--- config.mk ---
export PLATFORM = sky130hd
export DESIGN_NAME = spi_slave_param
export DESIGN_NICKNAME = d
export VERILOG_FILES = /design/src/rtl/spi_pkg.sv /design/src/rtl/spi_sync_edge.sv /design/src/rtl/spi_slave_param.sv
export SDC_FILE = /design/constraint.sdc
export NUM_CORES = 1
export LEC_CHECK = 0
export ABC_CLOCK_PERIOD_IN_PS = 2350
export CORE_ASPECT_RATIO = 1.2
export CORE_MARGIN = 1
export CORE_UTILIZATION = 55
export DETAILED_ROUTE_END_ITERATION = 8
export PLACE_DENSITY = 0.79
export SETUP_SLACK_MARGIN = 0.5
export SYNTH_ARGS = -nofsm -noshare
export SYNTH_HDL_FRONTEND = slang
export SYNTH_SLANG_ARGS = --single-unit
--- constraint.sdc ---
create_clock -name clk -period 2.35 [get_ports clk]
set_input_delay 0.47 -clock clk [delete_from_list [all_inputs] [get_ports clk]]
set_output_delay 0.47 -clock clk [all_outputs]
set_load 0.005 [all_outputs]
--- src/rtl/spi_pkg.sv ---
// spi_pkg: shared types and helpers for the SPI slave.
//   spi_state_t       - slave control states (IDLE, LOAD, SHIFT)
//   SPI_MODE0..3      - {cpol, cpha} mode encodings
//   bitIndex()        - maps a serial bit position to a word bit index
package spi_pkg;

    typedef enum logic [1:0] {
        IDLE  = 2'd0,
        LOAD  = 2'd1,
        SHIFT = 2'd2
    } spi_state_t;

    localparam logic [1:0] SPI_MODE0 = 2'b00;
    localparam logic [1:0] SPI_MODE1 = 2'b01;
    localparam logic [1:0] SPI_MODE2 = 2'b10;
    localparam logic [1:0] SPI_MODE3 = 2'b11;

    // Serial position idx travels as word bit idx (LSB first) or width-1-idx (MSB first).
    function automatic int bitIndex(input int idx, input int width, input logic msbFirst);
        return msbFirst ? (width - 1 - idx) : idx;
    endfunction

endpackage

--- src/rtl/spi_sync_edge.sv ---
// spi_sync_edge: multi-flop synchroniser for an asynchronous input with
// registered rise/fall strobes.
//   clk          - system clock
//   rst          - synchronous reset, active-low
//   i_async      - asynchronous input pin
//   i_resetLevel - level the synchroniser assumes while in reset
//   o_rise       - one-cycle strobe, STAGES+1 cycles after a pin rise
//   o_fall       - one-cycle strobe, STAGES+1 cycles after a pin fall
module spi_sync_edge #(
    parameter int STAGES = 2
) (
    input  logic clk,
    input  logic rst,
    input  logic i_async,
    input  logic i_resetLevel,
    output logic o_rise,
    output logic o_fall
);

    logic [STAGES-1:0] r_sync;
    logic              r_prev;
    logic              r_rise;
    logic              r_fall;

    // Shift the pin through the chain; strobes compare the last stage with its previous value.
    always_ff @(posedge clk) begin
        if (!rst) begin
            r_sync <= {STAGES{i_resetLevel}};
            r_prev <= i_resetLevel;
            r_rise <= 1'b0;
            r_fall <= 1'b0;
        end else begin
            r_sync <= {r_sync[STAGES-2:0], i_async};
            r_prev <= r_sync[STAGES-1];
            r_rise <= r_sync[STAGES-1] & ~r_prev;
            r_fall <= ~r_sync[STAGES-1] & r_prev;
        end
    end

    assign o_rise = r_rise;
    assign o_fall = r_fall;

endmodule

--- src/rtl/spi_slave_param.sv ---
// spi_slave_param: parametrised SPI slave supporting all four CPOL/CPHA modes,
// continuous multi-word frames and a single-word transmit holding buffer.
//   clk, rst           - system clock, synchronous active-low reset
//   cpol, cpha         - SPI mode, latched while idle
//   ss_n, sck, mosi    - asynchronous SPI inputs from the master
//   miso, miso_oe      - serial data out and its output enable
//   tx_data/valid/ready- transmit holding buffer handshake
//   rx_data, rx_valid  - last received word and its completion pulse
//   tx_underrun        - pulse when a word starts with an empty buffer
//   busy               - high in LOAD and SHIFT
module spi_slave_param
    import spi_pkg::*;
#(
    parameter int DATA_W      = 16,
    parameter int MSB_FIRST   = 0,
    parameter int SYNC_STAGES = 2
) (
    input  logic              clk,
    input  logic              rst,
    input  logic              cpol,
    input  logic              cpha,
    input  logic              ss_n,
    input  logic              sck,
    input  logic              mosi,
    output logic              miso,
    output logic              miso_oe,
    input  logic [DATA_W-1:0] tx_data,
    input  logic              tx_valid,
    output logic              tx_ready,
    output logic [DATA_W-1:0] rx_data,
    output logic              rx_valid,
    output logic              tx_underrun,
    output logic              busy
);

    localparam int CNT_W     = $clog2(DATA_W);
    localparam int FIRST_IDX = bitIndex(0, DATA_W, MSB_FIRST != 0);

    spi_state_t              r_state;
    logic                    r_cpol;
    logic                    r_cpha;
    logic [CNT_W-1:0]        r_bitCnt;
    logic [DATA_W-1:0]       r_txWord;
    logic [DATA_W-1:0]       r_rxWord;
    logic [DATA_W-1:0]       r_bufData;
    logic                    r_bufFull;
    logic [DATA_W-1:0]       r_rxData;
    logic                    r_rxValid;
    logic                    r_txUnderrun;
    logic                    r_miso;
    logic                    r_misoOe;
    logic [SYNC_STAGES-1:0]  r_mosiSync;

    logic                    w_sckRise;
    logic                    w_sckFall;
    logic                    w_ssRise;
    logic                    w_ssFall;
    logic                    w_mosi;
    logic                    w_sampleEdge;
    logic                    w_driveEdge;
    logic [CNT_W-1:0]        w_bitIdx;
    logic [DATA_W-1:0]       w_rxNext;
    logic [DATA_W-1:0]       w_loadWord;
    logic                    w_lastBit;

    // SCK idles at the cpol level, so reset the synchroniser there to avoid a phantom edge.
    spi_sync_edge #(.STAGES(SYNC_STAGES)) u_sckSync (
        .clk          (clk),
        .rst          (rst),
        .i_async      (sck),
        .i_resetLevel (cpol),
        .o_rise       (w_sckRise),
        .o_fall       (w_sckFall)
    );

    spi_sync_edge #(.STAGES(SYNC_STAGES)) u_ssSync (
        .clk          (clk),
        .rst          (rst),
        .i_async      (ss_n),
        .i_resetLevel (1'b1),
        .o_rise       (w_ssRise),
        .o_fall       (w_ssFall)
    );

    // MOSI has the same depth as SCK, so at a strobe it reflects the pin around the SCK edge.
    always_ff @(posedge clk) begin
        if (!rst) begin
            r_mosiSync <= '0;
        end else begin
            r_mosiSync <= {r_mosiSync[SYNC_STAGES-2:0], mosi};
        end
    end
    assign w_mosi = r_mosiSync[SYNC_STAGES-1];

    // Leading edge leaves the cpol level; CPHA picks which edge samples and which drives.
    always_comb begin
        w_sampleEdge = 1'b0;
        w_driveEdge  = 1'b0;
        case ({r_cpol, r_cpha})
            SPI_MODE0: begin w_sampleEdge = w_sckRise; w_driveEdge = w_sckFall; end
            SPI_MODE1: begin w_sampleEdge = w_sckFall; w_driveEdge = w_sckRise; end
            SPI_MODE2: begin w_sampleEdge = w_sckFall; w_driveEdge = w_sckRise; end
            SPI_MODE3: begin w_sampleEdge = w_sckRise; w_driveEdge = w_sckFall; end
            default:   begin w_sampleEdge = 1'b0;      w_driveEdge = 1'b0;      end
        endcase
    end

    // Transmit and receive share one bit position, indexed rather than shifted.
    assign w_bitIdx   = CNT_W'(bitIndex(int'(r_bitCnt), DATA_W, MSB_FIRST != 0));
    assign w_loadWord = r_bufFull ? r_bufData : '0;
    assign w_lastBit  = (r_bitCnt == CNT_W'(DATA_W - 1));

    always_comb begin
        w_rxNext           = r_rxWord;
        w_rxNext[w_bitIdx] = w_mosi;
    end

    // Control FSM. A drive edge presents bit[bit_cnt]; after the final sample the count
    // wraps to 0, so the CPHA=0 trailing edge that follows re-presents the already loaded bit.
    always_ff @(posedge clk) begin
        if (!rst) begin
            r_state      <= IDLE;
            r_cpol       <= 1'b0;
            r_cpha       <= 1'b0;
            r_bitCnt     <= '0;
            r_txWord     <= '0;
            r_rxWord     <= '0;
            r_bufData    <= '0;
            r_bufFull    <= 1'b0;
            r_rxData     <= '0;
            r_rxValid    <= 1'b0;
            r_txUnderrun <= 1'b0;
            r_miso       <= 1'b0;
            r_misoOe     <= 1'b0;
        end else begin
            r_rxValid    <= 1'b0;
            r_txUnderrun <= 1'b0;

            if (tx_valid && !r_bufFull) begin
                r_bufFull <= 1'b1;
                r_bufData <= tx_data;
            end

            case (r_state)
                IDLE: begin
                    r_cpol   <= cpol;
                    r_cpha   <= cpha;
                    r_misoOe <= 1'b0;
                    r_miso   <= 1'b0;
                    if (w_ssFall) begin
                        r_state <= LOAD;
                    end
                end
                LOAD: begin
                    r_txWord <= w_loadWord;
                    r_miso   <= w_loadWord[FIRST_IDX];
                    if (r_bufFull) begin
                        r_bufFull <= 1'b0;
                    end else begin
                        r_txUnderrun <= 1'b1;
                    end
                    r_bitCnt <= '0;
                    r_misoOe <= 1'b1;
                    r_state  <= SHIFT;
                end
                SHIFT: begin
                    if (w_sampleEdge) begin
                        r_rxWord <= w_rxNext;
                        if (w_lastBit) begin
                            r_rxData  <= w_rxNext;
                            r_rxValid <= 1'b1;
                            r_bitCnt  <= '0;
                            r_txWord  <= w_loadWord;
                            r_miso    <= w_loadWord[FIRST_IDX];
                            if (r_bufFull) begin
                                r_bufFull <= 1'b0;
                            end else begin
                                r_txUnderrun <= 1'b1;
                            end
                        end else begin
                            r_bitCnt <= r_bitCnt + CNT_W'(1);
                        end
                    end else if (w_driveEdge) begin
                        r_miso <= r_txWord[w_bitIdx];
                    end
                end
                default: begin
                    r_state <= IDLE;
                end
            endcase

            // Deselect wins over everything except a word completing on the same edge.
            if (w_ssRise) begin
                r_state  <= IDLE;
                r_misoOe <= 1'b0;
                r_miso   <= 1'b0;
            end
        end
    end

    assign miso        = r_miso;
    assign miso_oe     = r_misoOe;
    assign tx_ready    = !r_bufFull;
    assign rx_data     = r_rxData;
    assign rx_valid    = r_rxValid;
    assign tx_underrun = r_txUnderrun;
    assign busy        = (r_state != IDLE);

endmodule

# After elaboration in Yosys (flattened, before gate mapping)
# Index checks and enable logic that the tools add are counted.
# op_classes
bitwise_logic	10
magnitude_cmp	2
reduce_logical	19
n_addsub	1
n_eq_ne	11
muxes	33
# op_table
op	count
two-way mux 16 bit	3
one-hot mux 16 bit (2 select lines)	1
bitwise mux 16 bit	1
two-way mux 1 bit	14
AND reduction 3 bit	4
one-hot mux 1 bit (2 select lines)	5
two-way mux 4 bit	2
one-hot mux 4 bit (2 select lines)	1
== test 2 bit, second input constant	3
!= test 3 bit, second input constant	2
inverter 1 bit	6
one-hot mux 2 bit (3 select lines)	1
AND reduction 2 bit	3
nonzero test 2 bit	3
OR reduction 2 bit	3
< comparator 4 x 5 -> 1 bit, second input constant	1
adder 4 x 1 -> 4 bit, second input constant	1
bitwise AND 1 bit	4
binary-select mux 1 bit (select 4 bit)	1
demux 1 bit (select 4 bit)	1
== test 2 x 1 -> 1 bit, second input constant	2
== test 4 bit, second input constant	1
>= comparator 4 x 1 -> 1 bit, second input constant	1
logical NOT 2 bit	2
7 further kinds	10
# totals
in_bits	24
wordCells	98
ff_bits	89
out_inout_bits	22

# Depth between registers and ports, before layout
# depth
word_depth	7
ltp_mapped	9
ltp_nobuf	7

# Hierarchy
# Synthesis repeated with hierarchy kept, for this count alone.
# hier_totals
cells_unflattened	415
hier_area_um2	3843.7
# by_module_without_submodules
module	area_each_um2	cells_each	n_inst
spi_slave_param	3535.9	395	1
spi_sync_edge	153.9	10	2

# Worst setup path after synthesis
# Ideal clock, no wire load.
# synth_timing
kind	register to register
from	register r_state[0]
to	register r_bitCnt[2]
stages_incl_launch_ff	10
setup_time_ns	0.115
synth_period_minus_slack_ns	1.704
t_arrival_ns	1.588
path_slack_ns	0.646
cell_sequence	dfxtp_1 inv_1 ha_1 buf_2 nand2_1 mux2i_1 buf_6 nand2_1 xnor2_1 and3_1
# synth_via
elab_chain_len	3
word_cells_on_any_way	6
cone_classes	3 x eq/ne; 1 x mux; 2 x reduce/logical
# synth_lines
element	line	source
from (decl)	spi_slave_param.sv:39	spi_state_t r_state;
from (signal assigned)	spi_slave_param.sv:122	r_state <= IDLE;
from (signal assigned)	spi_slave_param.sv:151	r_state <= LOAD;
from (signal assigned)	spi_slave_param.sv:164	r_state <= SHIFT;
== test 2 bit / == test 2 x 1 -> 1 bit (equally long branches)	spi_slave_param.sv:144	case (r_state)
!= test 2 bit (no source line) / nonzero test 2 bit (equally long branches)	n/a	
AND reduction 2 bit (no source line)	n/a	
to (signal assigned)	spi_slave_param.sv:181	r_bitCnt <= r_bitCnt + CNT_W'(1);
to (decl)	spi_slave_param.sv:42	logic [CNT_W-1:0] r_bitCnt;
# Several ways; a longest one is shown, not always the timed one.
# A chain may end at the register's enable or synchronous reset.

# Worst setup path after layout
# layout_timing
from	register r_state[1]
to	output busy
# layout_via
elab_chain_len	1
# layout_lines
element	line	source
nonzero test 2 bit	spi_slave_param.sv:207	assign busy = (r_state != IDLE);
to (decl)	spi_slave_param.sv:33	output logic busy
# Every way passes these cells.

==> metrics.txt <==
# TYPE chip_impl_metric gauge
chip_impl_metric{name="cts_made_buffers",unit=""} 9
chip_impl_metric{name="hpwl",unit="um"} 5170
chip_impl_info{name="startpoint_type",value="flip-flop"} 1
chip_impl_metric{name="total_switching_power",unit="uW"} 632
chip_impl_info{name="synthTopCellsByArea",value="dfxtp_1 46%, nand2_1 11%, mux2i_1 8.1%"} 1
chip_impl_metric{name="grt_pass1_vias",unit=""} 2826
chip_impl_info{name="dominantRegCellSynth",value="dfxtp_1"} 1
chip_impl_metric{name="finalCriticalPeriod",unit="ps"} 1770
chip_impl_metric{name="max_clock_freq",unit="MHz"} 564
chip_impl_metric{name="cts_max_path_buffers",unit=""} 2
chip_impl_metric{name="port_buffers",unit=""} 45
chip_impl_metric{name="avg_synthesized_cell_area",unit="um2"} 9.12
chip_impl_metric{name="maximum_fanout_count_along_the_critical_path",unit=""} 5
chip_impl_metric{name="synth_edf_count",unit=""} 0
chip_impl_info{name="worstSetupPathType",value="reg2out"} 1
chip_impl_metric{name="synth_sequential_area_ratio",unit=""} 0.458
chip_impl_metric{name="layout-area-overhead-vs-synth",unit="%"} 21.0
chip_impl_metric{name="firstDrtPassIters",unit=""} 4
chip_impl_metric{name="clk_pin_slew_worst_paths",unit="ps"} 80
chip_impl_metric{name="fp.dieW",unit="um"} 78.4
chip_impl_metric{name="max_cap_viol_count",unit=""} 0
chip_impl_info{name="status",value="finished clean"} 1
chip_impl_metric{name="pwr_density_cell",unit="mW/mm2"} 616
chip_impl_metric{name="total_negative_slack",unit="ps"} 0
chip_impl_info{name="cts_root_buf",value="clkbuf_8"} 1
chip_impl_metric{name="holdWs",unit="ps"} 432
chip_impl_metric{name="max_slew_margin",unit=""} 0.594
chip_impl_metric{name="timing.final.max_slew_violations",unit=""} 0
chip_impl_metric{name="ios",unit=""} 46
chip_impl_metric{name="period_share",unit=""} 0.754
chip_impl_metric{name="weighted_congestion_at_the_end_of_routability_driven_global_placement",unit=""} 0.811
chip_impl_metric{name="num_vias",unit=""} 2988
chip_impl_info{name="post-synth-top-area-cell",value="dfxtp_1"} 1
chip_impl_metric{name="cts-htree-levels",unit=""} 3
chip_impl_metric{name="routed_via_density",unit=""} 5.36
chip_impl_metric{name="async_reset_ff_frac",unit=""} 0
chip_impl_metric{name="synth_top_area_share",unit=""} 0.458
chip_impl_metric{name="final_net_count",unit=""} 497
chip_impl_metric{name="numClockSinks",unit=""} 88
chip_impl_metric{name="register_share_of_total_power",unit=""} 0.538
chip_impl_metric{name="yosysWarningCount",unit=""} 0
chip_impl_metric{name="timing.clock.skew",unit="ps"} 8.63
chip_impl_metric{name="worstPathArrival",unit="ps"} 1300
chip_impl_metric{name="cellLeakagePower",unit="uW"} 0.00205
chip_impl_info{name="most_common_library_cells_after_synthesis",value="108 x nand2_1, 88 x dfxtp_1, 31 x mux2i_1"} 1
chip_impl_metric{name="globalRouteMet3Util",unit=""} 0.0624
chip_impl_metric{name="drt_iter0_markers",unit=""} 94
chip_impl_metric{name="drc",unit=""} 0
chip_impl_metric{name="gr-usage-all-layers",unit=""} 0.226
chip_impl_metric{name="design.die.area",unit="mm2"} 0.00734
chip_impl_metric{name="antenna_cells",unit=""} 0
chip_impl_metric{name="setup_slack",unit="ps"} 578
chip_impl_metric{name="dp_worst_setup_slack",unit="ps"} 378
chip_impl_metric{name="grt.met2_usage",unit=""} 0.411
chip_impl_metric{name="wirelength",unit="um"} 7990
chip_impl_metric{name="postSynthRegisterBits",unit=""} 88
chip_impl_metric{name="floorplan.initialDensity",unit=""} 0.565
chip_impl_info{name="min_path_type",value="reg2reg"} 1
chip_impl_metric{name="grt_max_degree",unit=""} 34
chip_impl_metric{name="pwr-share-comb",unit=""} 0.061
chip_impl_metric{name="syn_area",unit="mm2"} 0.00385
chip_impl_metric{name="average_wire_per_cell_in_the_routed_design",unit="um"} 14.3
chip_impl_info{name="tritoncts",value="done"} 1
chip_impl_metric{name="peakVddDrop",unit="V"} 0.000431
chip_impl_metric{name="multi_input_comb_area",unit="mm2"} 0.00194
chip_impl_metric{name="cp_data_required_time",unit="ps"} 1880
chip_impl_metric{name="finalSetupViolations",unit=""} 0
chip_impl_info{name="grt_setup_unrepaired",value="false"} 1
chip_impl_metric{name="worst_slew_pin_slew",unit="ps"} 608
chip_impl_info{name="cp_capture_type",value="output pin"} 1
chip_impl_metric{name="synth_cell_type_count",unit=""} 37
chip_impl_metric{name="register_area",unit="mm2"} 0.00177
chip_impl_metric{name="synth_fp_nets",unit=""} 454
chip_impl_info{name="grt-busiest-layer",value="met2"} 1
chip_impl_metric{name="cell_internal_pwr",unit="uW"} 2240
chip_impl_metric{name="report.final.hold_viol_count",unit=""} 0
chip_impl_metric{name="holdBufCountCts",unit=""} 0
chip_impl_metric{name="layout-drive-gt1-share",unit=""} 0.104
chip_impl_metric{name="grt_overflow_total",unit=""} 0
chip_impl_metric{name="p_sw_frac",unit=""} 0.220
chip_impl_metric{name="core.rowCount",unit=""} 33
chip_impl_metric{name="clock_power_share",unit=""} 0.401
chip_impl_metric{name="ant_nets",unit=""} 0
chip_impl_metric{name="first_pass_grt_wire_length",unit="um"} 12900
chip_impl_metric{name="globalRouteMet1Util",unit=""} 0.247
chip_impl_metric{name="fillers",unit=""} 533
chip_impl_metric{name="core-area",unit="mm2"} 0.00681
chip_impl_metric{name="antenna_violations_before_repair",unit=""} 0
chip_impl_metric{name="worst_skew_late_latency",unit="ps"} 360
chip_impl_metric{name="netlist_instances",unit=""} 422
chip_impl_info{name="post-synth-top-count-cell",value="nand2_1"} 1
chip_impl_metric{name="dieHeight",unit="um"} 93.6
## registers in the layout, summed over array words and instances (netlist names), 2 cells and up
signal,count
r_bufData,16
r_txWord,16
rx_data,16
r_rxWord,15
r_bitCnt,4
r_mosiSync,2
r_state,2
u_sckSync.r_sync,2
u_ssSync.r_sync,2
## cells in the final DEF, fill, tap and decap left out, drive strengths merged, types with 5 or more instances in the layout
cell type,n
buf,16
o211a,21
clkdlybuf4s50,43
ha,8
a21boi,37
mux2i,31
inv,8
and2,5
clkbuf,11
and3,5
dfxtp,88
nand2b,7
nand2,108
nor2,9
nor2b,13
o21ai,7
nand3,21
## cell type report
type,instances,share of cell area
Multi-Input combinational cell,298,0.416
Sequential cell,88,0.379
Timing Repair Buffer,60,0.127
Clock buffer,11,0.0304
Tap cell,87,0.0234
Clock inverter,5,0.0172
Inverter,8,0.00645
## cell families (layout without fill, tap and decap cells)
logic type | count (synthesis) | count (layout) | synth area share
AND/OR/NAND/NOR | 175 | 175 | 0.203
flip-flops | 88 | 88 | 0.458
AO/OA/AOI/OAI | 81 | 81 | 0.173
buffers and inverters | 36 | 84 | 0.0491
multiplexers | 32 | 32 | 0.0845
adder cells (fa/ha/maj) | 8 | 8 | 0.0260
XOR/XNOR | 2 | 2 | 0.00650
## per-stage QoR
| stage | utilization | total power [uW] | cells | cell area (um2) |
|---|---|---|---|---|
| after floorplan | - | 1680 | 422 | 3850 |
| after global placement | 0.632 | 1750 | 534 | 4310 |
| after detailed placement | 0.632 | 1750 | 534 | 4310 |
| after CTS | 0.678 | 2890 | 556 | 4620 |
| after global routing | 0.684 | 2980 | 557 | 4660 |
| final | 0.684 | 2870 | 557 | 4660 |
## path summary, 6_finish.rpt
path / start / cells after the start / to / slack (ps)
worst max-delay path: r_state[1] / 4 / busy / 580
worst min-delay path: u_sckSync.r_sync[0] / 2 / u_sckSync.r_sync[1] / 430
worst max register to register: r_state[0] / 8 / r_txWord[1] / 640
worst min register to register: u_sckSync.r_sync[0] / 2 / u_sckSync.r_sync[1] / 430
## critical path, stage by stage (launching register included)
cell	delay, ps
dfxtp_2	330
inv_1	110
ha_4	180
inv_1	60
dlygate4sd2_1	260
## routing by layer
layer / part of all wire / vias up
met5: 0 / -
met4: 0.014 / 0
met3: 0.035 / 9
met2: 0.52 / 49
met1: 0.43 / 1416
li1: - / 1514
## power by group through the flow
stage / logic [uW] / registers (uW) / clock network [uW]
5_1_grt: 191 / 1550 / 1240
6_report: 175 / 1550 / 1150
4_1_cts: 175 / 1550 / 1160
2_1_floorplan: 107 / 1570 / 0
3_5_place_dp: 169 / 1580 / 0
3_3_place_gp: 166 / 1580 / 0
## repair_timing
item / 4_1_cts / 5_1_grt
setup endpoints to repair: 42 / 43
gates resized for setup: 11 / 5
gates cloned: 1 / 0
buffers inserted: 5 / 1
pin swaps: 1 / 0
Power figures use the tool's default switching activity.
==> patch 1: new RTL, same settings <==
`MSB_FIRST`: 0 -> 1.
--- a/src/rtl/spi_slave_param.sv
+++ b/src/rtl/spi_slave_param.sv
@@ -12,7 +12,7 @@
     import spi_pkg::*;
 #(
     parameter int DATA_W      = 16,
-    parameter int MSB_FIRST   = 0,
+    parameter int MSB_FIRST   = 1,
     parameter int SYNC_STAGES = 2
 ) (
     input  logic              clk,
Formal check against the unedited RTL: not equivalent (a bounded check fails within 10 cycles, from zero or initial values and one cycle with rst low).
==> patch 1 against the unedited design <==
  * Total power is 1.2% higher
  * Sequential cell count unchanged
  * Sequential power about the same
  * Synthesized cell count increased by 3.1%
  * Cell area increased by 1.6%
  * Worst setup slack got worse by 16 ps
  * Utilization increased by 1.1 points
  * Routed wire length is 1.5% lower
  * Area after synthesis is essentially flat
  * First-iteration DRC count rose by 29%
  * Largest cell class unchanged
==> patch 1: results (changes against the unedited design) <==
Synth
  – Syn_nets: 467 (+2.9%)
  – Syn. warnings: 0 (unchanged)
  – Main flop type after synthesis: dfxtp_1
  – Commonest cells post-synth: 101 x nand2_1, 88 x dfxtp_1, 40 x nand3_1
  – Synth cell types: 38 (+2.7%)
  – Sequential-to-total area share from yosys stat: 45.7% (about the same)
  – Largest cells by area after synthesis: dfxtp_1 46%, nand2_1 9.8%, a21boi_0 5.5%
  – Mean area per synthesized cell: 8.85 um2 (-2.9%)
  – Asr flop ratio synth: 0% (unchanged)

Place
  – Post-Place Cells: 545 (+2.1%)
  – I/O Buffers: 45 (unchanged)
  – Setup WS pre-CTS: 186 ps (-191 ps)
  – GPL Wtd Cong: 0.798 (-1.6%)
  – Placed instance area: 0.00434 mm2 (+0.70%)
  – Post-DP HPWL: 5.00 mm (-3.3%)

Setup path
  – Largest stage delay on the critical path: 420 ps (+90 ps)
  – Worst Setup End Kind: register
  – Worst-path fanout max: 14 (+9)
  – CP max stage cell: dfxtp_2
  – Cell count of the worst reg-to-reg path: 6 (-2)
  – CP arrival: 2050 ps (+750 ps)

Global routing
  – Vias in the first global route: 2832 (+0.21%)
  – First-pass GRT wire length: 12.8 mm (-1.0%)
  – Largest net degree at the start of global routing: 34 (unchanged)
  – Initial antenna violation count: 0 (unchanged)
  – GR Util All Layers: 22.3% (-0.37 points)

Clocking
  – Post-CTS sizing: 10 (-1)
  – Later-pin clock latency in the skew report: 360 ps (about the same)
  – H-Tree Depth: 3 (unchanged)
  – # Post-CTS Setup Buffers: 5 (unchanged)
  – TritonCTS Buffers: 9 (unchanged)
  – Clock-pin slew on the worst setup and hold paths: 80 ps (about the same)
  – Root buffer cell: clkbuf_8
  – Longest Clk Path Bufs: 2 (unchanged)

Run status
  – Status: completed

Final layout
  – Share of cells above drive strength 1: 11.1% (+0.71 points)
  – FILL cells: 552 (+3.6%)
  – Final Instance Count excl. Fillers: 572 (+2.7%)
  – Net total in the final layout: 512 (+3.0%)
  – Antenna cells: 0 (unchanged)

Power
  – Leakage: 0.00207 uW (+0.91%)
  – Switch share: 21.7% (-0.27 points)
  – Worst VDD drop: 0.492 mV (+14%)

STA
  – Relative slew slack: 52.5% (-6.9 points)
  – Clock Skew: 11.0 ps (+2.32 ps)

Route
  – Via Count: 3100 (+3.7%)
  – Final wirelength: 7.87 mm (-1.5%)
  – Iter 0 DRT Violations: 121 (+29%)
  – DR pass1 iterations: 5 (+1)

Min path
  – Min-Delay Path Depth: 1 (-1)
  – Worst min path class: reg2reg
[patch 1: changes by cell type after synthesis, moves of 3 or more]
cell      delta
nand4_1      -4
buf_2        +5
mux2_2       +5
a21boi_1     +5
a21boi_2     -6
nand2_1      -7
clkbuf_1     +3
mux2i_1     -11
nand3_1     +19
[patch 1: final cells by class]
class | count | area [um2] | area share (%)
Multi-Input combinational cell | 307 | 1950 | 41.2
Inverter | 9 | 33.8 | 0.714
Clock inverter | 4 | 76.3 | 1.61
Tap cell | 87 | 109 | 2.30
Timing Repair Buffer | 65 | 641 | 13.5
Clock buffer | 12 | 155 | 3.28
Sequential cell | 88 | 1770 | 37.3
[patch 1: cells by family after synthesis]
logic type | share of synthesized area [%]
AND/OR/NAND/NOR | 22.3
flip-flops | 45.7
AO/OA/AOI/OAI | 16.8
buffers and inverters | 4.87
multiplexers | 7.05
adder cells (fa/ha/maj) | 2.60
XOR/XNOR | 0.650
[patch 1: critical path: cells and delay by family (launching register included)]
family	cells	cell delay, ps
simple gates	3	610
compound gates	1	140
flops	1	420
buf+inv	1	170
fa+ha+maj	1	340
[patch 1: worst paths after layout]
check | start | to | slack (ps)
setup / recovery | r_bitCnt[0] | rx_data[14] | 560
hold / removal | u_ssSync.r_sync[0] | u_ssSync.r_sync[1] | 410
setup reg to reg | r_bitCnt[0] | rx_data[14] | 560
hold reg to reg | u_ssSync.r_sync[0] | u_ssSync.r_sync[1] | 410
[patch 1: metal layers]
layer	GRT usage (%)	part of all wire (%)
met2	39.2	49
met3	4.95	4.3
met1	26.2	45
met4	8.49	1.7
met5	0	0
[patch 1: power by group through the flow]
stage                     sequential [uW]  clock, uW  combinational [uW]
after floorplan                      1570          0                 104
after global placement               1580          0                 163
after detailed placement             1580          0                 166
after CTS                            1550       1200                 173
after global routing                 1550       1260                 196
final                                1550       1180                 176
==> patch 2: new RTL, config.mk and constraints unchanged <==
Made on the original files. Encoding of `spi_state_t`: now one-hot (3 bits for 3 states).
--- a/src/rtl/spi_pkg.sv
+++ b/src/rtl/spi_pkg.sv
@@ -4,10 +4,10 @@
 //   bitIndex()        - maps a serial bit position to a word bit index
 package spi_pkg;
 
-    typedef enum logic [1:0] {
-        IDLE  = 2'd0,
-        LOAD  = 2'd1,
-        SHIFT = 2'd2
+    typedef enum logic [2:0] {
+        IDLE  = 3'b001,
+        LOAD  = 3'b010,
+        SHIFT = 3'b100
     } spi_state_t;
 
     localparam logic [1:0] SPI_MODE0 = 2'b00;
Function: same outputs for any inputs over 10 cycles, from zero or initial values and one cycle with rst low; not proved beyond that.
==> patch 2 against the unedited design <==
  * Total power decreased by 7.1%
  * Synthesized cell count decreased by 2.4%
  * Count of clock-buffer cells in the layout decreased by 1
  * Clock power decreased by 18%
  * Sequential cell count increased by 1
  * Register-to-register slack got worse by 40 ps
  * Area after synthesis decreased by 2.5%
  * Global-route usage decreased by 0.85 points
  * Utilization increased by 0.87 points
  * Cell area decreased by 3.0%
  * Worst setup slack improved by 27 ps
  * Routed wire length decreased by 8.3%
  * Sequential share of layout area increased by 1.8 points
  * Largest cell class unchanged
==> patch 2: results (changes against the unedited design) <==
Setup path
  – Reg-to-reg endpoint: miso
  – CP arrival: 2000 ps (+700 ps)
  – RR Startpoint: r_cpha
  – Largest stage delay on the critical path: 380 ps (+50 ps)
  – CP max stage cell: mux2i_2
  – Cell family with the largest share of critical-path delay: compound AO/OA/AOI/OAI gates
  – Worst-path fanout max: 4 (-1)

Final layout
  – Non-clock buffer share of cell area: 12.1% (-0.63 points)
  – Multi-input combinational area share: 41.0% (-0.63 points)
  – Fraction of area in registers: 39.7% (+1.8 points)
  – Final clock-cell share: 4.01% (-0.74 points)
  – Multi-input gates: 287 (-3.7%)
  – Final Instance Count excl. Fillers: 544 (-2.3%)
  – Clock buffers: 10 (-1)
  – FILL cells: 514 (-3.6%)

Synth
  – Mux share of post-synthesis cell area: 7.20% (-1.2 points)
  – Synth Area in Compound Gates: 19.0% (+1.7 points)
  – Commonest cells post-synth: 109 x nand2_1, 89 x dfxtp_1, 30 x o211a_1
  – Cells after Synth: 412 (-2.4%)
  – Sequential-to-total area share from yosys stat: 47.5% (+1.7 points)
  – Largest cells by area after synthesis: dfxtp_1 47%, nand2_1 11%, o211a_1 8.0%
  – Adder-Cell Fraction of Synth Area: 1.33% (-1.3 points)
  – Syn_nets: 440 (-3.1%)

Place
  – Post-Place Cells: 522 (-2.2%)
  – Placed instance area: 0.00425 mm2 (-1.4%)
  – Setup WS pre-CTS: 465 ps (+87.5 ps)
  – GPL Wtd Cong: 0.799 (-1.5%)
  – Post-DP HPWL: 4.70 mm (-9.1%)

Route
  – Metal3 WL: 267 um (-5.3%)
  – Met1 Routed Length: 3.30 mm (-4.4%)
  – Met2 routed WL: 3.50 mm (-16%)
  – Drt via density: 5.46 (+1.8%)

Global routing
  – Vias in the first global route: 2849 (+0.81%)
  – GR Util All Layers: 21.8% (-0.85 points)
  – Largest net degree at the start of global routing: 85 (+150%)
  – Met2 usage: 36.7% (-4.4 points)
  – Global routing usage on met3: 3.45% (-2.8 points)
  – First-pass GRT wire length: 12.5 mm (-3.4%)
  – Met1 Use GR: 26.2% (+1.5 points)

Power
  – Switch share: 23.7% (+1.7 points)
  – Leakage: 0.00211 uW (+2.8%)
  – Total power: 2670 uW (-7.1%)
  – Combinational power: 159 uW (-9%)
  – Worst VDD drop: 0.415 mV (-3.8%)

STA
  – Slew @ Worst Pin: 564 ps (-44.0 ps)
  – Clock Skew: 10.2 ps (+1.53 ps)
  – Setup ws final: 605 ps (+27.0 ps)

Min path
  – Hold EP: u_sckSync.o_rise
  – HP Start: u_sckSync.r_prev
  – Min-Delay Path Depth: 1 (-1)

Run status
  – Status: completed
## patch 2: changes by cell type in the layout (fill, tap and decap cells not counted), moves of 5 or more
cell	before	now
a21boi_1	5	10
a21boi_2	6	0
mux2i_1	30	20
nor2b_1	13	6
o211a_1	21	30
## patch 2: repair_timing
action                     4_1_cts  5_1_grt
hold buffers                     0        0
setup endpoints to repair       17       28
cloned                           0        1
buffers inserted                 3        2
pin swaps                        1        0
resized for setup                9        6
## patch 2: metrics by stage
stage | hold slack (ps) | util [%]
after global placement | 389 | 65.1
after CTS | 416 | 68.5
after floorplan | 384 | -
after detailed placement | 401 | 65.1
final | 412 | 69.2
after global routing | 428 | 69.2
## patch 2: logic make-up (layout without fill, tap and decap cells)
group / Yosys count / in the layout
mux: 24 / 25
simple gates: 169 / 169
fa+ha+maj: 4 / 4
buf+inv: 37 / 83
flops: 89 / 89
compound gates: 86 / 86
xor+xnor: 3 / 3
